### src/rtl/float_multiplier_pipelined.sv
// Pipelined minifloat multiplier (sign | EXP_W exponent | MAN_W mantissa) with RNE rounding,
// subnormals, NaN propagation and overflow saturation. Accept-to-output latency is three edges.
module float_multiplier_pipelined #(
  parameter int unsigned EXP_W = 4,
  parameter int unsigned MAN_W = 3,
  parameter int          BIAS  = 2 ** (EXP_W - 1) - 1,
  localparam int unsigned W    = 1 + EXP_W + MAN_W
) (
  input  logic         clock,
  input  logic         reset,
  input  logic         in_valid,
  output logic         in_ready,
  input  logic [W-1:0] a,
  input  logic [W-1:0] b,
  output logic         out_valid,
  input  logic         out_ready,
  output logic [W-1:0] y,
  output logic         out_nan,
  output logic         out_ovf,
  output logic         out_inexact
);
  localparam int PW = 2 * (MAN_W + 1);
  localparam int EW = EXP_W + $clog2(PW) + 2;
  localparam int RW = EW + MAN_W;
  localparam logic [RW-1:0] MaxFin = RW'((64'd1 << (EXP_W + MAN_W)) - 64'd2);

  logic advance;
  assign advance  = ~out_valid | out_ready;
  assign in_ready = advance;

  // Operand register, then S1 (unpack/multiply), S2 (normalise), S3 (round/pack) into outputs.
  logic                 s0_valid_q;
  logic [W-1:0]         s0_a_q, s0_b_q;
  logic                 s1_valid_q, s1_sign_q, s1_nan_q, s1_zero_q;
  logic signed [EW-1:0] s1_exp_q;
  logic [PW-1:0]        s1_prod_q;
  logic                 s2_valid_q, s2_sign_q, s2_nan_q, s2_zero_q, s2_guard_q, s2_sticky_q;
  logic [EW-1:0]        s2_exp_q;
  logic [MAN_W-1:0]     s2_frac_q;

  logic [EXP_W-1:0]     ea, eb, ea_adj, eb_adj;
  logic [MAN_W-1:0]     ma, mb;
  logic                 s1_sign_d, s1_nan_d, s1_zero_d;
  logic signed [EW-1:0] s1_exp_d;
  logic [PW-1:0]        s1_prod_d;

  always_comb begin
    ea        = s0_a_q[W-2:MAN_W];
    eb        = s0_b_q[W-2:MAN_W];
    ma        = s0_a_q[MAN_W-1:0];
    mb        = s0_b_q[MAN_W-1:0];
    ea_adj    = (ea == '0) ? EXP_W'(1) : ea;
    eb_adj    = (eb == '0) ? EXP_W'(1) : eb;
    s1_sign_d = s0_a_q[W-1] ^ s0_b_q[W-1];
    s1_nan_d  = ((ea == '1) && (ma == '1)) || ((eb == '1) && (mb == '1));
    s1_zero_d = ((ea == '0) && (ma == '0)) || ((eb == '0) && (mb == '0));
    s1_exp_d  = EW'(ea_adj) + EW'(eb_adj) - EW'(BIAS);
    s1_prod_d = PW'({|ea, ma}) * PW'({|eb, mb});
  end

  int               lead, en, sh;
  logic [PW-1:0]    norm;
  logic [2*PW-1:0]  wide;
  logic [EW-1:0]    s2_exp_d;
  logic [MAN_W-1:0] s2_frac_d;
  logic             s2_guard_d, s2_sticky_d;

  always_comb begin
    lead = 0;
    for (int i = 0; i < PW; i++) begin
      if (s1_prod_q[i]) lead = i;
    end
    norm = s1_prod_q << (PW - 1 - lead);
    en   = int'(s1_exp_q) + lead - int'(2 * MAN_W);
    // Results below the normal range are denormalised; beyond PW the whole word is sticky.
    sh   = (en < 1) ? 1 - en : 0;
    if (sh > PW) sh = PW;
    wide        = {norm, {PW{1'b0}}} >> sh;
    s2_exp_d    = wide[2*PW-1] ? EW'(en) : '0;
    s2_frac_d   = wide[2*PW-2 -: MAN_W];
    s2_guard_d  = wide[2*PW-2-MAN_W];
    s2_sticky_d = |wide[2*PW-3-MAN_W:0];
  end

  logic          inc;
  logic [RW-1:0] res;
  logic [W-1:0]  y_d;
  logic          nan_d, ovf_d, inexact_d;

  always_comb begin
    inc = s2_guard_q & (s2_sticky_q | s2_frac_q[0]);
    // Mantissa carry ripples into the exponent field, including subnormal -> normal.
    res       = {s2_exp_q, s2_frac_q} + RW'(inc);
    y_d       = {s2_sign_q, res[W-2:0]};
    nan_d     = 1'b0;
    ovf_d     = 1'b0;
    inexact_d = s2_guard_q | s2_sticky_q;
    if (s2_nan_q) begin
      y_d       = {s2_sign_q, {(W-1){1'b1}}};
      nan_d     = 1'b1;
      inexact_d = 1'b0;
    end else if (s2_zero_q) begin
      y_d       = {s2_sign_q, {(W-1){1'b0}}};
      inexact_d = 1'b0;
    end else if (res > MaxFin) begin
      y_d       = {s2_sign_q, MaxFin[W-2:0]};
      ovf_d     = 1'b1;
      inexact_d = 1'b1;
    end else if (res == '0) begin
      y_d       = {s2_sign_q, {(W-1){1'b0}}};
      inexact_d = 1'b1;
    end
  end

  always_ff @(posedge clock or negedge reset) begin
    if (!reset) begin
      s0_valid_q  <= 1'b0;
      s0_a_q      <= '0;
      s0_b_q      <= '0;
      s1_valid_q  <= 1'b0;
      s1_sign_q   <= 1'b0;
      s1_nan_q    <= 1'b0;
      s1_zero_q   <= 1'b0;
      s1_exp_q    <= '0;
      s1_prod_q   <= '0;
      s2_valid_q  <= 1'b0;
      s2_sign_q   <= 1'b0;
      s2_nan_q    <= 1'b0;
      s2_zero_q   <= 1'b0;
      s2_exp_q    <= '0;
      s2_frac_q   <= '0;
      s2_guard_q  <= 1'b0;
      s2_sticky_q <= 1'b0;
      out_valid   <= 1'b0;
      y           <= '0;
      out_nan     <= 1'b0;
      out_ovf     <= 1'b0;
      out_inexact <= 1'b0;
    end else if (advance) begin
      s0_valid_q  <= in_valid;
      s0_a_q      <= a;
      s0_b_q      <= b;
      s1_valid_q  <= s0_valid_q;
      s1_sign_q   <= s1_sign_d;
      s1_nan_q    <= s1_nan_d;
      s1_zero_q   <= s1_zero_d;
      s1_exp_q    <= s1_exp_d;
      s1_prod_q   <= s1_prod_d;
      s2_valid_q  <= s1_valid_q;
      s2_sign_q   <= s1_sign_q;
      s2_nan_q    <= s1_nan_q;
      s2_zero_q   <= s1_zero_q;
      s2_exp_q    <= s2_exp_d;
      s2_frac_q   <= s2_frac_d;
      s2_guard_q  <= s2_guard_d;
      s2_sticky_q <= s2_sticky_d;
      out_valid   <= s2_valid_q;
      y           <= y_d;
      out_nan     <= nan_d;
      out_ovf     <= ovf_d;
      out_inexact <= inexact_d;
    end
  end

endmodule

### config.mk
export PLATFORM = sky130hd
export DESIGN_NAME = float_multiplier_pipelined
export DESIGN_NICKNAME = d
export VERILOG_FILES = /design/src/rtl/float_multiplier_pipelined.sv
export SDC_FILE = /design/constraint.sdc
export NUM_CORES = 1
export LEC_CHECK = 0
export ABC_CLOCK_PERIOD_IN_PS = 9500
export CELL_PAD_IN_SITES_DETAIL_PLACEMENT = 1
export CELL_PAD_IN_SITES_GLOBAL_PLACEMENT = 2
export CORE_ASPECT_RATIO = 1.75
export CORE_MARGIN = 5
export CORE_UTILIZATION = 39
export DETAILED_ROUTE_END_ITERATION = 16
export GPL_ROUTABILITY_DRIVEN = 0
export PLACE_DENSITY = 0.93
export SLEW_MARGIN = 10
export SYNTH_ARGS = -nofsm -noshare
export SYNTH_HDL_FRONTEND = slang
export SYNTH_SLANG_ARGS = --single-unit
export TNS_END_PERCENT = 1
### constraint.sdc
create_clock -name clock -period 9.5 [get_ports clock]
set_clock_uncertainty 0.2 [all_clocks]
set_input_delay 1.9 -clock clock [delete_from_list [all_inputs] [get_ports clock]]
set_output_delay 1.9 -clock clock [all_outputs]
set_load 0.02 [all_outputs]
==> results of run 1 <==
## cells in the final DEF (no fill, tap or decap), types with 9 or more instances in the layout
master	synthesis	layout
sky130_fd_sc_hd__a21oi_1	30	30
sky130_fd_sc_hd__nor3_1	10	10
sky130_fd_sc_hd__ha_1	30	30
sky130_fd_sc_hd__nor2_1	45	45
sky130_fd_sc_hd__nor4_1	10	10
sky130_fd_sc_hd__nand2_1	104	104
sky130_fd_sc_hd__inv_1	38	38
sky130_fd_sc_hd__clkbuf_16	0	9
sky130_fd_sc_hd__nand3_1	9	9
sky130_fd_sc_hd__clkdlybuf4s50_1	0	31
sky130_fd_sc_hd__dfrtp_1	65	65
sky130_fd_sc_hd__xor2_1	10	10
sky130_fd_sc_hd__a22o_1	11	11
sky130_fd_sc_hd__o21ai_0	24	24
## per-layer routing
metal | share of wire | GRT usage | vias to the layer above | wire [um]
li1 | - | - | 1942 | -
met1 | 0.34 | 0.180 | 2040 | 4600
met2 | 0.58 | 0.386 | 80 | 7810
met3 | 0.022 | 0.0337 | 50 | 298
met4 | 0.058 | 0.122 | 0 | 782
met5 | 0 | 0 | - | 0
## cell families after synthesis
| kind of cell | synth area share |
|---|---|
| AOI/OAI and AO/OA | 0.209 |
| xor gates and xnor gates | 0.0286 |
| adders and majority gates | 0.112 |
| buffers and inverters | 0.0548 |
| DFF | 0.354 |
| muxes | 0.0131 |
| and+or+nand+nor | 0.228 |
## sequential cells by signal (all words and copies together) (netlist names), 3 cells and up
| name | flops |
|---|---|
| s2_exp_q | 9 |
| s2_frac_q | 3 |
| s0_b_q | 8 |
| s0_a_q | 8 |
| s1_exp_q | 6 |
| s1_prod_q | 8 |
| y | 8 |
## area by class of cell
class                           count  area, um^2  share of cell area
Timing Repair Buffer               35         338              0.0634
Clock buffer                       10         239              0.0449
Multi-Input combinational cell    412        2720               0.510
Inverter                           39         146              0.0275
Tap cell                          135         169              0.0317
Clock inverter                      6        90.1              0.0169
Sequential cell                    65        1630               0.305
## stage by stage
step | instance area, um^2 | util | setup slack [ps] | hold WS, ps | std cells
after floorplan | 4590 | - | 4270 | 230 | 540
after global placement | 5000 | 0.432 | 3620 | 242 | 686
after detailed placement | 5000 | 0.432 | 3280 | 252 | 686
after CTS | 5330 | 0.460 | 3260 | 266 | 702
after global routing | 5330 | 0.460 | 2710 | 307 | 702
final | 5330 | 0.460 | 3200 | 264 | 702
## worst min path at each step
stage | end | startpoint | cells past startpoint
after floorplan | s2_valid_q$_DFFE_PN0P_ | s2_valid_q$_DFFE_PN0P_ | 2
after global placement | s2_valid_q$_DFFE_PN0P_ | s2_valid_q$_DFFE_PN0P_ | 2
after detailed placement | s2_valid_q$_DFFE_PN0P_ | s2_valid_q$_DFFE_PN0P_ | 2
after CTS | s2_valid_q$_DFFE_PN0P_ | s2_valid_q$_DFFE_PN0P_ | 2
after global routing | s1_valid_q$_DFFE_PN0P_ | s1_valid_q$_DFFE_PN0P_ | 2
final | s2_valid_q$_DFFE_PN0P_ | s2_valid_q$_DFFE_PN0P_ | 2
## worst max-delay path, stage by stage (launching register included)
cell and delay (ps):
sky130_fd_sc_hd__dfrtp_1 470, sky130_fd_sc_hd__o31ai_2 640, sky130_fd_sc_hd__inv_1 200, sky130_fd_sc_hd__ha_1 310, sky130_fd_sc_hd__inv_1 60, sky130_fd_sc_hd__ha_1 200, sky130_fd_sc_hd__inv_1 80, sky130_fd_sc_hd__fa_1 440
sky130_fd_sc_hd__nand2b_1 300, sky130_fd_sc_hd__a21oi_1 230, sky130_fd_sc_hd__inv_1 80, sky130_fd_sc_hd__fa_1 600, sky130_fd_sc_hd__o211ai_4 140, sky130_fd_sc_hd__nor4_1 420, sky130_fd_sc_hd__o221ai_2 210, sky130_fd_sc_hd__a21oi_2 640
sky130_fd_sc_hd__nor2_1 150, sky130_fd_sc_hd__a211oi_1 280, sky130_fd_sc_hd__a32oi_1 140, sky130_fd_sc_hd__o41a_1 410
==> results.txt, run 1 <==
----------------------------------------------------
[Clock tree]
  Hold buffer count at cts ... 0
  Max Root-Sink Buffers ... 2
  Sinks on the clock net ... 65
  Number of clock buffers inserted by TritonCTS ... 9
  H-Tree Depth ... 3
  CTS-repair resized insts ... 0
  Clock Tree Root ... sky130_fd_sc_hd__clkbuf_16
  TritonCTS clock tree ... built
  Clock-pin slew on the worst setup and hold paths ... 60 ps
  Clk_lat worst skew ... 340 ps
  Count of buffers added by post-CTS timing repair for setup ... 0

[Critical path]
  Critical Setup Path Class ... register to register
  Type of destination of the critical path ... register
  Critical path startpoint ... s1_prod_q[5]$_DFFE_PN0P_
  Worst reg2reg path startpoint ... s1_prod_q[5]$_DFFE_PN0P_
  End point of the critical path ... s2_sticky_q$_DFFE_PN0P_
  Crit-path max FO ... 16
  CP Data Required Time ... 9520 ps
  Worst r2r path cells ... 19
  End of the worst register-to-register path ... s2_sticky_q$_DFFE_PN0P_
  Data arrival at the endpoint of the critical path ... 6320 ps
  Crit start category ... register
  Register-to-Register Setup Slack ... 3200 ps

[Cells and area]
  Number of inserted diodes ... 0
  Layout Nets ... 619
  Syn-to-layout area delta ... 16.1%
  Fraction of final layout cells sized beyond drive strength 1 ... 0.0688
  Number of inserted filler cells in the final layout ... 1,387

[STA]
  Total count of max-transition violations in the final report ... 0
  Pin slew with the least headroom to its limit ... 858 ps
  Clock period minus final worst setup slack ... 6300 ps
  Number of setup violations in the final report ... 0
  Max Fclk ... 159 MHz
  Slew headroom ... 0.422
  Hold Violations, Final ... 0
  Final sum of negative setup slack ... 0 ps
  Portion of the clock cycle consumed by the worst path in the final layout ... 0.663
  Setup repair after global routing missed its margin ... false

[Route]
  Detail-routed via count per cell ... 5.86
  Detail Route Antenna Nets ... 0
  Number of violations reported at the end of detailed-routing iteration 0 ... 138
  Number of optimization iterations in the first detailed-route pass ... 4
  Via count ... 4,112
  DRC Markers ... 0
  Wire length per cell ... 19.2 um
  WL final ... 13,500 um

[Yosys]
  Count of mapped cells out of synthesis ... 540
  Most used flip-flop cell after synthesis ... sky130_fd_sc_hd__dfrtp_1
  Yosys warning count ... 0
  Average footprint of a synthesized cell ... 8.50 um^2
  Number of nets produced by synthesis ... 597
  Number of synthesized flops with an enable pin ... 0
  Number of synthesized register bits ... 65
  Post-synthesis cell type count ... 72
  Sequential fraction of the synthesis area ... 0.354
  Area share of the leading cell type in the synthesized netlist ... 0.354
  Most common cell in the netlist ... sky130_fd_sc_hd__nand2_1
  Most frequent cells after synthesis ... sky130_fd_sc_hd__nand2_1 (104), sky130_fd_sc_hd__dfrtp_1 (65), sky130_fd_sc_hd__nor2_1 (45), sky130_fd_sc_hd__inv_1 (38)
  Post-synthesis cell type with the largest combined area ... sky130_fd_sc_hd__dfrtp_1
  Synthesized cell area ... 4590 um^2
  Share of flip-flops with an asynchronous set or reset after synthesis ... 1.00
  Leading post-synthesis cells by cell area ... sky130_fd_sc_hd__dfrtp_1 (35%), sky130_fd_sc_hd__nand2_1 (8.5%), sky130_fd_sc_hd__ha_1 (8.2%)

[Floorplan]
  Floorplan die width ... 92 um
  Floorplan core area ... 11,600 um^2
  DIE AREA ... 14,100 um^2
  Placement Rows ... 52
  I/O pin total ... 33
  Starting density of the core ... 0.396
  DIE HEIGHT ... 154 um

[Global routing]
  Wire length of the first global-routing pass ... 21,900 um
  Via count of the first global-routing pass ... 4,456
  Initial antenna violation count ... 0
  Leftover overflow at the end of global routing ... 0
  Total global-route track usage ... 0.196
  Largest net degree at the start of global routing ... 66

[Hold path]
  Type of the tightest min-delay check ... register to register

[Run]
  Number of violations of the max-capacitance limit ... 0

[Placement]
  Count of input and output buffers ... 32
  Dpl hpwl ... 10,100 um

[Status]
  Outcome ... finished, final reports clean

----------------------------------------------------
Power of run 1 is left out: the tool's default activity adds up to more than one toggle a clock period on the data nets, which glitch-free logic cannot reach.
==> run 2, diff against run 1 <==
--- a/config.mk
+++ b/config.mk
@@ -5,15 +5,15 @@
 export SDC_FILE = /design/constraint.sdc
 export NUM_CORES = 1
 export LEC_CHECK = 0
-export ABC_CLOCK_PERIOD_IN_PS = 9500
+export ABC_CLOCK_PERIOD_IN_PS = 5970
 export CELL_PAD_IN_SITES_DETAIL_PLACEMENT = 1
 export CELL_PAD_IN_SITES_GLOBAL_PLACEMENT = 2
 export CORE_ASPECT_RATIO = 1.75
 export CORE_MARGIN = 5
-export CORE_UTILIZATION = 39
+export CORE_UTILIZATION = 37
 export DETAILED_ROUTE_END_ITERATION = 16
 export GPL_ROUTABILITY_DRIVEN = 0
-export PLACE_DENSITY = 0.93
+export PLACE_DENSITY = 0.89
 export SLEW_MARGIN = 10
 export SYNTH_ARGS = -nofsm -noshare
 export SYNTH_HDL_FRONTEND = slang
==> constraint.sdc (replaced) <==
create_clock -name clock -period 5.97 [get_ports clock]
set_clock_uncertainty 0.2 [all_clocks]
set_input_delay 1.194 -clock clock [delete_from_list [all_inputs] [get_ports clock]]
set_output_delay 1.194 -clock clock [all_outputs]
set_load 0.02 [all_outputs]
==> run 2 against run 1 <==
Sequential cell count unchanged. Non-clock buffer count grew 8. Register-to-register slack lost 2800 ps. Wire length decreased by 2.5%. Global-route usage shrank 1.0 points. Sequential share of layout area down 0.84 points. Critical endpoint unchanged. First-iteration DRC count is 8.0% higher. Core utilization shrank 1.4 points. Fmax rose by 13%. Die area is 4.9% higher.
==> results.txt, run 2 (synthesized netlist as in run 1, its figures left out) <==
----------------------------------------------------
[Placement]
  Dpl hpwl ... 9910 um (-1.9%)
  Count of input and output buffers ... 32 (unchanged)

[Cells and area]
  Most common cell after layout, fill and taps aside ... sky130_fd_sc_hd__nand2_1
  Syn-to-layout area delta ... 19.4%
  Number of inserted filler cells in the final layout ... 1,498 (+8.0%)
  Max FFs per register ... 9 (unchanged)
  Final Core Density ... 0.446 (-0.0145)
  Commonest non-fill, non-tap cells in the layout ... sky130_fd_sc_hd__nand2_1 (104), sky130_fd_sc_hd__dfrtp_1 (65), sky130_fd_sc_hd__nor2_1 (45)
  Number of inserted diodes ... 0 (unchanged)
  Reg with most FFs ... s2_exp_q
  Layout Nets ... 627 (+1.3%)
  Fraction of final layout cells sized beyond drive strength 1 ... 0.0904 (+0.0217)

[Critical path]
  Critical Setup Path Class ... register to register
  Register-to-Register Setup Slack ... 370 ps (-2820 ps)
  WP buf/inv ... 5 (+1)
  Slowest cell on the critical path ... sky130_fd_sc_hd__fa_1
  Critical Path Max Stage Delay ... 590 ps (-50 ps)
  Data arrival at the endpoint of the critical path ... 5600 ps (-720 ps)
  Cell type with the highest occurrence count on the critical path ... sky130_fd_sc_hd__inv_1
  Crit-path max FO ... 13 (-3)
  Type of destination of the critical path ... register
  CP Data Required Time ... 5980 ps (-3540 ps)
  Cells along the critical path ... inv_1 -> o21ai_0 -> a21oi_2 -> nor2_1 -> inv_1 -> ha_1 -> ha_1 -> inv_1 -> fa_1 -> nand2b_1 -> a21oi_2 -> inv_1 -> fa_1 -> o211ai_4 -> o31a_1 -> o311ai_2 -> a21oi_4 -> buf_4 -> a2111oi_1 -> nor3_1 -> o41a_1
  Crit path max-delay family ... compound AO/OA/AOI/OAI gates
  Crit start category ... register
  Worst reg2reg path startpoint ... s1_prod_q[4]$_DFFE_PN0P_
  Critical path startpoint ... s1_prod_q[4]$_DFFE_PN0P_

[Clock tree]
  Sinks on the clock net ... 65 (unchanged)
  Max Root-Sink Buffers ... 2 (unchanged)
  Hold buffer count at cts ... 0 (unchanged)
  Clock Tree Root ... sky130_fd_sc_hd__clkbuf_16
  TritonCTS clock tree ... built
  H-Tree Depth ... 3 (unchanged)
  Clk_lat worst skew ... 330 ps (about the same)
  Number of clock buffers inserted by TritonCTS ... 9 (unchanged)
  Clock-pin slew on the worst setup and hold paths ... 60 ps (about the same)

[Route]
  DRC Markers ... 0 (unchanged)
  Detail Route Antenna Nets ... 0 (unchanged)
  Via count ... 4,120 (+0.19%)
  WL final ... 13,200 um (-2.5%)
  Detail-routed via count per cell ... 5.55 (-5.3%)
  Wire length per cell ... 17.7 um (-7.9%)
  Number of optimization iterations in the first detailed-route pass ... 4 (unchanged)
  Number of violations reported at the end of detailed-routing iteration 0 ... 149 (+8.0%)

[STA]
  Pin slew with the least headroom to its limit ... 833 ps (-25.4 ps)
  Portion of the clock cycle consumed by the worst path in the final layout ... 0.937 (+0.274)
  Max Fclk ... 179 MHz (+13%)
  Final sum of negative setup slack ... 0 ps (unchanged)
  Number of setup violations in the final report ... 0 (unchanged)
  Hold Violations, Final ... 0 (unchanged)
  Slew headroom ... 0.445 (+0.0222)
  Total count of max-transition violations in the final report ... 0 (unchanged)
  Clock period minus final worst setup slack ... 5600 ps (-705 ps)

[Global routing]
  Largest net degree at the start of global routing ... 66 (unchanged)
  Initial antenna violation count ... 0 (unchanged)
  Leftover overflow at the end of global routing ... 0 (unchanged)
  Via count of the first global-routing pass ... 4,468 (+0.27%)
  Wire length of the first global-routing pass ... 21,800 um (-0.32%)
  Total global-route track usage ... 0.186 (-0.0101)

[Floorplan]
  I/O pin total ... 33 (unchanged)
  DIE AREA ... 14,800 um^2 (+4.9%)
  Floorplan die width ... 94.2 um (+2.4%)
  Starting density of the core ... 0.373 (-0.0231)
  Floorplan core area ... 12,300 um^2 (+6.2%)
  DIE HEIGHT ... 157 um (+2.5%)
  Placement Rows ... 54 (+3.8%)

[Run]
  Number of violations of the max-capacitance limit ... 0 (unchanged)

[Hold path]
  Startpoint of the worst hold path ... s2_valid_q$_DFFE_PN0P_
  Type of the tightest min-delay check ... register to register

[Status]
  Outcome ... finished, final reports clean

----------------------------------------------------
## run 2: metrics by stage
step	instances	hold WS [ps]	setup WS, ps	instance area, um^2
after floorplan	540	230	744	4590
after global placement	723	244	387	5070
after detailed placement	723	255	8.13	5070
after CTS	739	267	6.72	5390
after global routing	743	287	-16.8	5480
final	743	265	375	5480
## run 2: repair_timing
item | CTS | global route
setup buffers | 0 | 4
gates resized for setup | 0 | 9
setup endpoints to repair | 0 | 14
## run 2: worst paths after layout
kind / to / cells after the start
max in group asynchronous: s1_prod_q[6]$_DFFE_PN0P_ / 2
setup / recovery: s2_sticky_q$_DFFE_PN0P_ / 21
min in group asynchronous: y[5]$_DFFE_PN0P_ / 2
setup reg to reg: s2_sticky_q$_DFFE_PN0P_ / 21
hold / removal: out_valid$_DFFE_PN0P_ / 1
hold reg to reg: out_valid$_DFFE_PN0P_ / 1
## run 2: cell type report
type / instances / area (um^2) / area share
timing repair buffer: 43 / 410 / 0.0749
sequential: 65 / 1630 / 0.297
inverter: 39 / 146 / 0.0267
multi-input combinational: 412 / 2760 / 0.504
tap: 168 / 210 / 0.0384
clock buffer: 10 / 229 / 0.0418
clock inverter: 6 / 92.6 / 0.0169
## run 2: worst reg2reg max path, stage by stage (launching register included)
cell                        delay [ps]
sky130_fd_sc_hd__dfrtp_1           440
sky130_fd_sc_hd__inv_1             150
sky130_fd_sc_hd__o21ai_0           130
sky130_fd_sc_hd__a21oi_2           220
sky130_fd_sc_hd__nor2_1            130
sky130_fd_sc_hd__inv_1             190
sky130_fd_sc_hd__ha_1              180
sky130_fd_sc_hd__ha_1              180
sky130_fd_sc_hd__inv_1              60
sky130_fd_sc_hd__fa_1              430
sky130_fd_sc_hd__nand2b_1          300
sky130_fd_sc_hd__a21oi_2           210
sky130_fd_sc_hd__inv_1              70
sky130_fd_sc_hd__fa_1              590
sky130_fd_sc_hd__o211ai_4          140
sky130_fd_sc_hd__o31a_1            350
sky130_fd_sc_hd__o311ai_2          350
sky130_fd_sc_hd__a21oi_4            60
sky130_fd_sc_hd__buf_4             200
sky130_fd_sc_hd__a2111oi_1         390
sky130_fd_sc_hd__nor3_1            110
sky130_fd_sc_hd__o41a_1            390
## run 2: per-layer routing
metal | track usage | up-vias | routed length, um
li1 | - | 1961 | -
met4 | 0.123 | 0 | 763
met2 | 0.357 | 75 | 7480
met3 | 0.0258 | 46 | 310
met5 | 0 | - | 0
met1 | 0.179 | 2038 | 4600
Power of run 2 is left out for the same reason.
